$ cat src/rtl/comma_align_ctrl.sv
// comma_align_ctrl: K28.5 comma search / bitslip / lock sequencer for the 32-to-40 RX gearbox.
// Define COMMA_ALIGN_STATS_EN to add the lock_loss_count and total_slips statistics outputs.
module comma_align_ctrl #(
    parameter int SEARCH_WORDS  = 64,
    parameter int SETTLE_WORDS  = 4,
    parameter int LOCK_COMMAS   = 8,
    parameter int UNLOCK_ERRORS = 4
) (
    input  logic        clk,
    input  logic        rst,
    input  logic [39:0] data_in,
    input  logic        valid_in,
    input  logic        slip_window,
    output logic        bitslip,
    output logic        locked,
    output logic [1:0]  comma_lane,
    output logic [3:0]  slip_count
`ifdef COMMA_ALIGN_STATS_EN
    ,
    output logic [15:0] lock_loss_count,
    output logic [15:0] total_slips
`endif
);

    localparam int WCNT_W = (SEARCH_WORDS > 1) ? $clog2(SEARCH_WORDS) : 1;
    localparam int SET_W  = (SETTLE_WORDS > 1) ? $clog2(SETTLE_WORDS) : 1;
    localparam int GOOD_W = $clog2(LOCK_COMMAS + 1);
    localparam int ERR_W  = (UNLOCK_ERRORS > 1) ? $clog2(UNLOCK_ERRORS) : 1;

    typedef enum logic [2:0] {
        ST_SEARCH = 3'd0,
        ST_SLIP   = 3'd1,
        ST_SETTLE = 3'd2,
        ST_VERIFY = 3'd3,
        ST_LOCKED = 3'd4
    } state_t;

    function automatic logic is_k28_5(input logic [9:0] sym);
        return (sym == 10'b0011111010) || (sym == 10'b1100000101);
    endfunction

    function automatic logic [3:0] aligned_lanes(input logic [39:0] d);
        logic [3:0] hit;
        hit = 4'b0000;
        for (int i = 0; i < 4; i++) begin
            hit[i] = is_k28_5(d[39 - 10 * i -: 10]);
        end
        return hit;
    endfunction

    // Comma prefix starting anywhere except a symbol boundary means the word is skewed.
    function automatic logic has_misaligned(input logic [39:0] d);
        logic hit;
        hit = 1'b0;
        for (int b = 6; b <= 38; b++) begin
            if ((b != 29) && (b != 19) && (b != 9)) begin
                if ((d[b -: 7] == 7'b0011111) || (d[b -: 7] == 7'b1100000)) begin
                    hit = 1'b1;
                end else begin
                    hit = hit;
                end
            end else begin
                hit = hit;
            end
        end
        return hit;
    endfunction

    function automatic logic [1:0] first_lane(input logic [3:0] hit);
        if (hit[0]) begin
            return 2'd0;
        end else if (hit[1]) begin
            return 2'd1;
        end else if (hit[2]) begin
            return 2'd2;
        end else begin
            return 2'd3;
        end
    endfunction

    state_t              state_r, state_nx;
    logic [WCNT_W-1:0]   wcnt_r, wcnt_nx;
    logic                seen_r, seen_nx;
    logic [GOOD_W-1:0]   good_r, good_nx;
    logic [ERR_W-1:0]    err_r, err_nx;
    logic [SET_W-1:0]    settle_r, settle_nx;
    logic                locked_r, locked_nx;
    logic [1:0]          lane_r, lane_nx;
    logic [3:0]          slip_cnt_r, slip_cnt_nx;
    logic                slip_arm_r;

    logic [3:0]          lanes_s;
    logic                aligned_s;
    logic                mis_s;
    logic                win_end_s;
    logic [GOOD_W-1:0]   good_inc_s;

    assign lanes_s    = aligned_lanes(data_in);
    assign aligned_s  = valid_in & (|lanes_s);
    assign mis_s      = valid_in & has_misaligned(data_in);
    assign win_end_s  = (wcnt_r == WCNT_W'(SEARCH_WORDS - 1));
    assign good_inc_s = good_r + GOOD_W'(aligned_s & ~seen_r);

    // Next-state and counter update for the search/slip/settle/verify/locked sequence.
    always_comb begin
        state_nx    = state_r;
        wcnt_nx     = wcnt_r;
        seen_nx     = seen_r;
        good_nx     = good_r;
        err_nx      = err_r;
        settle_nx   = settle_r;
        locked_nx   = locked_r;
        lane_nx     = lane_r;
        slip_cnt_nx = slip_cnt_r;
        case (state_r)
            ST_SEARCH: begin
                if (!valid_in) begin
                    state_nx = ST_SEARCH;
                end else if (aligned_s && !mis_s) begin
                    // The word that found the comma already belongs to the first verify window.
                    state_nx = ST_VERIFY;
                    good_nx  = GOOD_W'(1);
                    lane_nx  = first_lane(lanes_s);
                    if (win_end_s) begin
                        wcnt_nx = '0;
                        seen_nx = 1'b0;
                    end else begin
                        wcnt_nx = wcnt_r + WCNT_W'(1);
                        seen_nx = 1'b1;
                    end
                end else if (mis_s || win_end_s) begin
                    state_nx = ST_SLIP;
                    wcnt_nx  = '0;
                    seen_nx  = 1'b0;
                end else begin
                    wcnt_nx = wcnt_r + WCNT_W'(1);
                end
            end
            ST_SLIP: begin
                if (slip_window) begin
                    state_nx    = ST_SETTLE;
                    settle_nx   = '0;
                    slip_cnt_nx = (slip_cnt_r == 4'hF) ? 4'hF : slip_cnt_r + 4'h1;
                end else begin
                    state_nx = ST_SLIP;
                end
            end
            ST_SETTLE: begin
                if (!valid_in) begin
                    state_nx = ST_SETTLE;
                end else if (settle_r == SET_W'(SETTLE_WORDS - 1)) begin
                    state_nx = ST_SEARCH;
                    wcnt_nx  = '0;
                    seen_nx  = 1'b0;
                end else begin
                    settle_nx = settle_r + SET_W'(1);
                end
            end
            ST_VERIFY: begin
                if (aligned_s) begin
                    lane_nx = first_lane(lanes_s);
                end else begin
                    lane_nx = lane_r;
                end
                if (!valid_in) begin
                    state_nx = ST_VERIFY;
                end else if (mis_s || (win_end_s && !(seen_r || aligned_s))) begin
                    state_nx = ST_SLIP;
                    good_nx  = '0;
                    wcnt_nx  = '0;
                    seen_nx  = 1'b0;
                end else if (win_end_s) begin
                    wcnt_nx = '0;
                    seen_nx = 1'b0;
                    good_nx = good_inc_s;
                    if (good_inc_s >= GOOD_W'(LOCK_COMMAS)) begin
                        state_nx  = ST_LOCKED;
                        locked_nx = 1'b1;
                        err_nx    = '0;
                    end else begin
                        state_nx = ST_VERIFY;
                    end
                end else begin
                    wcnt_nx = wcnt_r + WCNT_W'(1);
                    seen_nx = seen_r | aligned_s;
                    good_nx = good_inc_s;
                end
            end
            ST_LOCKED: begin
                if (aligned_s) begin
                    lane_nx = first_lane(lanes_s);
                end else begin
                    lane_nx = lane_r;
                end
                if (!valid_in) begin
                    state_nx = ST_LOCKED;
                end else if (mis_s || (win_end_s && !(seen_r || aligned_s))) begin
                    wcnt_nx = '0;
                    seen_nx = 1'b0;
                    if (err_r == ERR_W'(UNLOCK_ERRORS - 1)) begin
                        state_nx    = ST_SEARCH;
                        locked_nx   = 1'b0;
                        slip_cnt_nx = 4'h0;
                        err_nx      = '0;
                        good_nx     = '0;
                    end else begin
                        err_nx = err_r + ERR_W'(1);
                    end
                end else if (win_end_s) begin
                    wcnt_nx = '0;
                    seen_nx = 1'b0;
                    err_nx  = '0;
                end else begin
                    wcnt_nx = wcnt_r + WCNT_W'(1);
                    seen_nx = seen_r | aligned_s;
                end
            end
            default: begin
                state_nx    = ST_SEARCH;
                wcnt_nx     = '0;
                seen_nx     = 1'b0;
                good_nx     = '0;
                err_nx      = '0;
                settle_nx   = '0;
                locked_nx   = 1'b0;
                slip_cnt_nx = 4'h0;
            end
        endcase
    end

    // State and counter registers.
    always_ff @(posedge clk or posedge rst) begin
        if (rst) begin
            state_r    <= ST_SEARCH;
            wcnt_r     <= '0;
            seen_r     <= 1'b0;
            good_r     <= '0;
            err_r      <= '0;
            settle_r   <= '0;
            locked_r   <= 1'b0;
            lane_r     <= 2'd0;
            slip_cnt_r <= 4'h0;
            slip_arm_r <= 1'b0;
        end else begin
            state_r    <= state_nx;
            wcnt_r     <= wcnt_nx;
            seen_r     <= seen_nx;
            good_r     <= good_nx;
            err_r      <= err_nx;
            settle_r   <= settle_nx;
            locked_r   <= locked_nx;
            lane_r     <= lane_nx;
            slip_cnt_r <= slip_cnt_nx;
            slip_arm_r <= (state_nx == ST_SLIP);
        end
    end

    // The armed flag is gated by slip_window so a pulse can only land in a commit cycle.
    assign bitslip    = slip_arm_r & slip_window;
    assign locked     = locked_r;
    assign comma_lane = lane_r;
    assign slip_count = slip_cnt_r;

`ifdef COMMA_ALIGN_STATS_EN
    logic [15:0] lock_loss_r;
    logic [15:0] total_slips_r;

    // Saturating lifetime statistics, cleared only by rst.
    always_ff @(posedge clk or posedge rst) begin
        if (rst) begin
            lock_loss_r   <= 16'h0000;
            total_slips_r <= 16'h0000;
        end else begin
            if ((state_r == ST_LOCKED) && (state_nx == ST_SEARCH) && (lock_loss_r != 16'hFFFF)) begin
                lock_loss_r <= lock_loss_r + 16'h0001;
            end else begin
                lock_loss_r <= lock_loss_r;
            end
            if (bitslip && (total_slips_r != 16'hFFFF)) begin
                total_slips_r <= total_slips_r + 16'h0001;
            end else begin
                total_slips_r <= total_slips_r;
            end
        end
    end

    assign lock_loss_count = lock_loss_r;
    assign total_slips     = total_slips_r;
`endif

endmodule

$ cat config.mk
export PLATFORM = sky130hd
export DESIGN_NAME = comma_align_ctrl
export DESIGN_NICKNAME = d
export VERILOG_FILES = /design/src/rtl/comma_align_ctrl.sv
export SDC_FILE = /design/constraint.sdc
export NUM_CORES = 1
export LEC_CHECK = 0
export BUFFER_PORTS_ARGS = -buffer_cell sky130_fd_sc_hd__buf_4
export CORE_MARGIN = 2
export CORE_UTILIZATION = 50
export DETAILED_ROUTE_END_ITERATION = 12
export MAX_ROUTING_LAYER = met4
export PLACE_DENSITY = 0.73
export SYNTH_ARGS = -nofsm -noshare
export SYNTH_HDL_FRONTEND = slang
export SYNTH_SLANG_ARGS = --single-unit
$ cat constraint.sdc
create_clock -name clk -period 4.2 [get_ports clk]
set_input_delay 0.63 -clock clk [delete_from_list [all_inputs] [get_ports clk]]
set_output_delay 0.63 -clock clk [all_outputs]
set_load 0.03 [all_outputs]
## Word-level counts from Yosys, hierarchy flattened

Cells that the tools add are included.

| cells by class | value |
|---|---|
| shift-type cells | 0 |
| add/subtract/negate cells | 5 |
| bitwise operators | 11 |
| eq/ne operators | 94 |
| div/mod/pow operators | 0 |
| multiplexer cells | 102 |
| magnitude comparators | 1 |
| multiply operators | 0 |
| reductions and logical operators | 57 |

Operators with widths:

| kind | count |
|---|---|
| $eq A7 B5 Y1 const B | 30 |
| $eq A7 B7 Y1 const B | 30 |
| $mux W6 | 8 |
| $mux W1 | 47 |
| $eq A10 B10 Y1 const B | 4 |
| $eq A10 B8 Y1 const B | 4 |
| $logic_or A1 B1 Y1 | 37 |
| $mux W3 | 12 |
| $mux W4 | 9 |
| $mux W2 | 17 |
| $ne A2 B2 Y1 const B | 13 |
| $pmux W6 S4 | 1 |
| $pmux W4 S4 | 1 |
| $pmux W3 S5 | 1 |
| $reduce_and A7 Y1 | 2 |
| $pmux W2 S3 | 2 |
| $pmux W4 S3 | 1 |
| $reduce_and A5 Y1 | 2 |
| $reduce_or A3 Y1 | 3 |
| $reduce_and A4 Y1 | 2 |
| $reduce_and A8 Y1 | 1 |
| $add A6 B1 Y6 const B | 1 |
| $eq A3 B1 Y1 const B | 2 |
| $eq A3 B2 Y1 const B | 2 |
| 25 further kinds | 38 |

| storage, ports and cells | value |
|---|---|
| bits of input ports | 44 |
| memory bits (writable) | 0 |
| memory bits (read-only) | 0 |
| bits in latches | 0 |
| word-level logic and storage cells | 280 |
| output and inout port bits | 8 |
| memories kept | 0 |
| flip-flop bits (word level) | 26 |

## Longest topological paths before layout

| logic depth | value |
|---|---|
| depth in word-level cells | 39 |
| gate-level depth with buffers | 15 |
| depth with buffers taken out | 14 |

## Worst setup path after synthesis

Ideal clock, no wire load.

| timing | value |
|---|---|
| kind | input-to-reg |
| from | in data_in[20] |
| to | reg err_r[1] |
| stages | 15 |
| setup slack | 0.629 ns |
| arrival | 3.505 ns |
| data required time | 4.135 ns |
| cells stage by stage | clkbuf_1 -> or4_1 -> nor3_1 -> a31oi_1 -> a41oi_1 -> inv_1 -> nor2_1 -> ha_1 -> nand3_1 -> or2_2 -> a21oi_1 -> a41o_1 -> a31o_1 -> nor3b_1 -> a22o_1 |

| on the way | value |
|---|---|
| cells in the longest elaborated chain, start to end | 25 |
| elaborated cells on any way between the ends | 59 |

RTL lines:

| element | RTL line | source |
|---|---|---|
| start, declared | 11 | `input logic [39:0] data_in,` |
| $eq A7 B5 Y1 or $eq A7 B7 Y1 (tied branches) | 57 | `if ((d[b -: 7] == 7'b0011111) \|\| (d[b -: 7] == 7'b1100000)) begin` |
| $logic_or A1 B1 Y1 | 57 |  |
| $mux W1 (18 in a row) | 57 |  |
| $and A1 B1 Y1 | 100 | `assign mis_s = valid_in & has_misaligned(data_in);` |
| $logic_or A1 B1 Y1 | 167, 197 |  |
| $mux W2 | 197 | `end else if (mis_s \|\| (win_end_s && !(seen_r \|\| aligned_s))) begin` |
| $mux W2 | 195 | `if (!valid_in) begin` |
| $pmux W2 S3 | 115 | `case (state_r)` |
| end signal, assigned | 249 | `err_r <= err_nx;` |
| end, declared | 85 | `logic [ERR_W-1:0] err_r, err_nx;` |

Parallel ways exist; a longest one is shown, timed or not. The select of a mux whose other input is x is not followed.
A chain may end at the register's enable or synchronous reset.

## Worst setup path in the final report

Ends and elaborated chain as after synthesis.

==> run_results.csv <==
group,metric,value,unit
clocking,cts_buffers,3,
cells_and_area,nets,452,
clocking,htreeDepth,1,
power,irDropWorstVdd,0.187,mV
drt,first_iter_violations,153,
cells_and_area,ff_latch_area,651,µm²
sta,min_period_over_period,88.1,%
cells_and_area,insertedDiodeCount,0,
clocking,post_cts_buffers,0,
sta,max_freq,270,MHz
setup_path,critPathArrivalTime,3.92,ns
floorplanning,fp.dieW,79.0,µm
drt,drt-total-wl,7410,µm
sta,setup_viol,0,
drt,vias,3075,
floorplanning,start_util,51.4,%
yosys,syn_inst,374,
yosys,ys_ff_latch,26,
yosys,postSynth.asyncResetShare,100,%
cells_and_area,syn2layout_area_growth,14.2,%
clocking,clk_path_buf_depth,2,
power,leakagePower,1.37,nW
power,p_sw,0.431,mW
yosys,synth-edff-count,0,
setup_path,start_kind,"input port",
setup_path,timing.rr.end,"slip_count[0]",
setup_path,end_kind,"flop",
cells_and_area,final_cell_mix,"buf_4 (52), nand2_1 (38), nor2_1 (34)",
cells_and_area,drive_above_1_share,17.7,%
min_path,worstHoldPathCells,2,
flow_run,cap_violations,0,
sta,hold_viol_final,0,
yosys,ys_seq_area_share,23.1,%
clocking,cts_root_buffer,"clkbuf_8",
power,power_density,328,nW/µm²
power,seq_power_share,35.5,%
sta,grt_setup_unrepaired,"no",
floorplanning,core.rowCount,27,
setup_path,path_class,"input port to flop",
min_path,worstHoldStart,"good_r[0]",
sta,finClkSkew,0.00794,ns
setup_path,rrSetupSlack,1.59,ns
clocking,path_clk_slew,0.10,ns
min_path,hold_class,"flop to flop",
drt,drc,0,
sta,fin_crit,3.70,ns
floorplanning,die_h,79.0,µm
setup_path,reg2reg_depth,7,
yosys,syn_area_per_cell,7.53,µm²
power,pwr-share-comb,44.7,%
clocking,cts_tree,"built",
yosys,ys.flop_type,"dfrtp_1",
setup_path,required,4.42,ns
drt,postRouteAntennaNets,0,
yosys,syn_area,2820,µm²
power,p_int,0.624,mW
floorplanning,coreArea,5470,µm²
power,clkPwrFrac,19.7,%
place,port_buffers,51,
sta,holdWs,0.504,ns
global_route,grt_overflow,0,
sta,tightest_slew,1.00,ns
global_route,antenna_found_initial,0,
sta,slew_violations,0,
place,dp_hpwl,5650,µm
sta,tns,0,ns
floorplanning,io_pins,52,
drt,dr.pass1.iters,5,
global_route,grt_max_degree,27,
cells_and_area,n_fill_cell,519,
drt,wl_per_cell,15.7,µm
min_path,hold_end,"good_r[0]",
drt,avgViaCountPerCell,6.50,
yosys,synth_nets,424,
setup_path,crit_fanout,12,
status,status,"finished, final reports clean",
clocking,clock-sinks,26,
setup_path,r2r_start,"wcnt_r[0]",
global_route,grt_pass1_vias,2774,
sta,relSlewSlack,33.0,%
yosys,ys_types,69,
clocking,clock_latency,0.27,ns
floorplanning,dieArea,6250,µm²
cells_and_area,multiInputGateArea,1970,µm²
place,routabilityCongestion,0.903,
power,swShare,40.9,%
yosys,yosysWarnings,0,
cells_and_area,layout_commonest_cell,"buf_4",
clocking,post_cts_resized,0,
clocking,postCtsHoldBufs,0,
global_route,track_usage,24.9,%
global_route,grt_pass1_wl,12800,µm
## synth_stat cells, drive strengths merged, types with 6 or more instances
| cell type | count | area, µm² |
|---|---|---|
| nand4 | 6 | 37.5 |
| nor3 | 12 | 60.1 |
| buf | 10 | 80.1 |
| a21oi | 16 | 83.8 |
| a22o | 7 | 61.3 |
| clkbuf | 19 | 71.3 |
| ha | 6 | 75.1 |
| dfrtp | 26 | 651 |
| nand3 | 19 | 95.1 |
| and3 | 6 | 37.5 |
| or2 | 7 | 46.3 |
| nor2 | 34 | 128 |
| o2111ai | 8 | 76.3 |
| nor2b | 18 | 113 |
| nor4 | 9 | 56.3 |
| inv | 12 | 45.0 |
| a31oi | 7 | 43.8 |
| nand2 | 38 | 143 |
| o21ai | 22 | 118 |
## flip-flops by register name (all words and copies together) (netlist names)
signal	cells
wcnt_r	6
comma_lane	2
locked	1
good_r	4
slip_count	4
slip_arm_r	1
seen_r	1
state_r	3
err_r	2
settle_r	2
## power groups by stage
stage          Sequential [mW]  Combinational (mW)  Clock (mW)
2_1_floorplan            0.365               0.347           0
3_3_place_gp             0.376               0.455           0
3_5_place_dp             0.378               0.467           0
4_1_cts                  0.373               0.469       0.214
5_1_grt                  0.386               0.528       0.220
6_report                 0.375               0.472       0.208
## layout make-up
cell class,instances,share of cell area [%]
clock buffer,3,1.28
clock inverter,1,0.934
inverter,12,1.40
multi-input combinational,307,61.2
sequential,26,20.2
tap,72,2.80
timing repair buffer,52,12.1
## layer usage
metal | GRT usage [%] | wire [µm] | up-vias
met5 | - | 0 | -
met4 | 4.14 | 37 | 0
met3 | 2.16 | 454 | 4
met2 | 40.8 | 3640 | 116
met1 | 34.2 | 3280 | 1471
li1 | - | - | 1484
## cell families (layout without fill, tap and decap cells)
group           count (synthesis)  after routing  share of synthesized area, %
flops                          26             26                          23.1
mux                             6              6                          2.58
fa+ha+maj                       6              6                          2.67
compound gates                104            104                          27.0
simple gates                  191            191                          37.7
buf+inv                        41             68                          6.98
## worst max-delay path by stage
stage | end | depth (start not counted) | from | slack, ns
2_1_floorplan | err_r[1] | 15 | data_in[20] | 0.63
3_3_place_gp | err_r[1] | 15 | data_in[20] | 0.38
3_5_place_dp | err_r[1] | 15 | data_in[20] | 0.27
4_1_cts | err_r[1] | 15 | data_in[20] | 0.55
5_1_grt | err_r[1] | 15 | data_in[20] | 0.27
6_report | err_r[1] | 15 | data_in[20] | 0.50
## per-stage QoR
stage / worst slack [ns] / cells / cell area, µm² / total power, mW / utilization (%)
6_report: 0.499 / 473 / 3220 / 1.05 / 58.8
5_1_grt: 0.271 / 473 / 3220 / 1.13 / 58.8
4_1_cts: 0.545 / 473 / 3220 / 1.06 / 58.8
3_5_place_dp: 0.272 / 469 / 3140 / 0.845 / 57.5
3_3_place_gp: 0.382 / 469 / 3140 / 0.831 / 57.5
2_1_floorplan: 0.629 / 374 / 2820 / 0.712 / -
## critical path, stage by stage
cell and delay (ns):
buf_4 0.15, or4_1 0.51, nor3_1 0.14, a31oi_1 0.10, a41oi_1 0.38, inv_1 0.14
nor2_1 0.13, ha_1 0.18, nand3_1 0.09, or2_2 0.31, a21oi_1 0.35, a41o_1 0.23
a31o_1 0.11, nor3b_1 0.28, a22o_1 0.19
No activity file was read; power rests on OpenSTA's default activity.
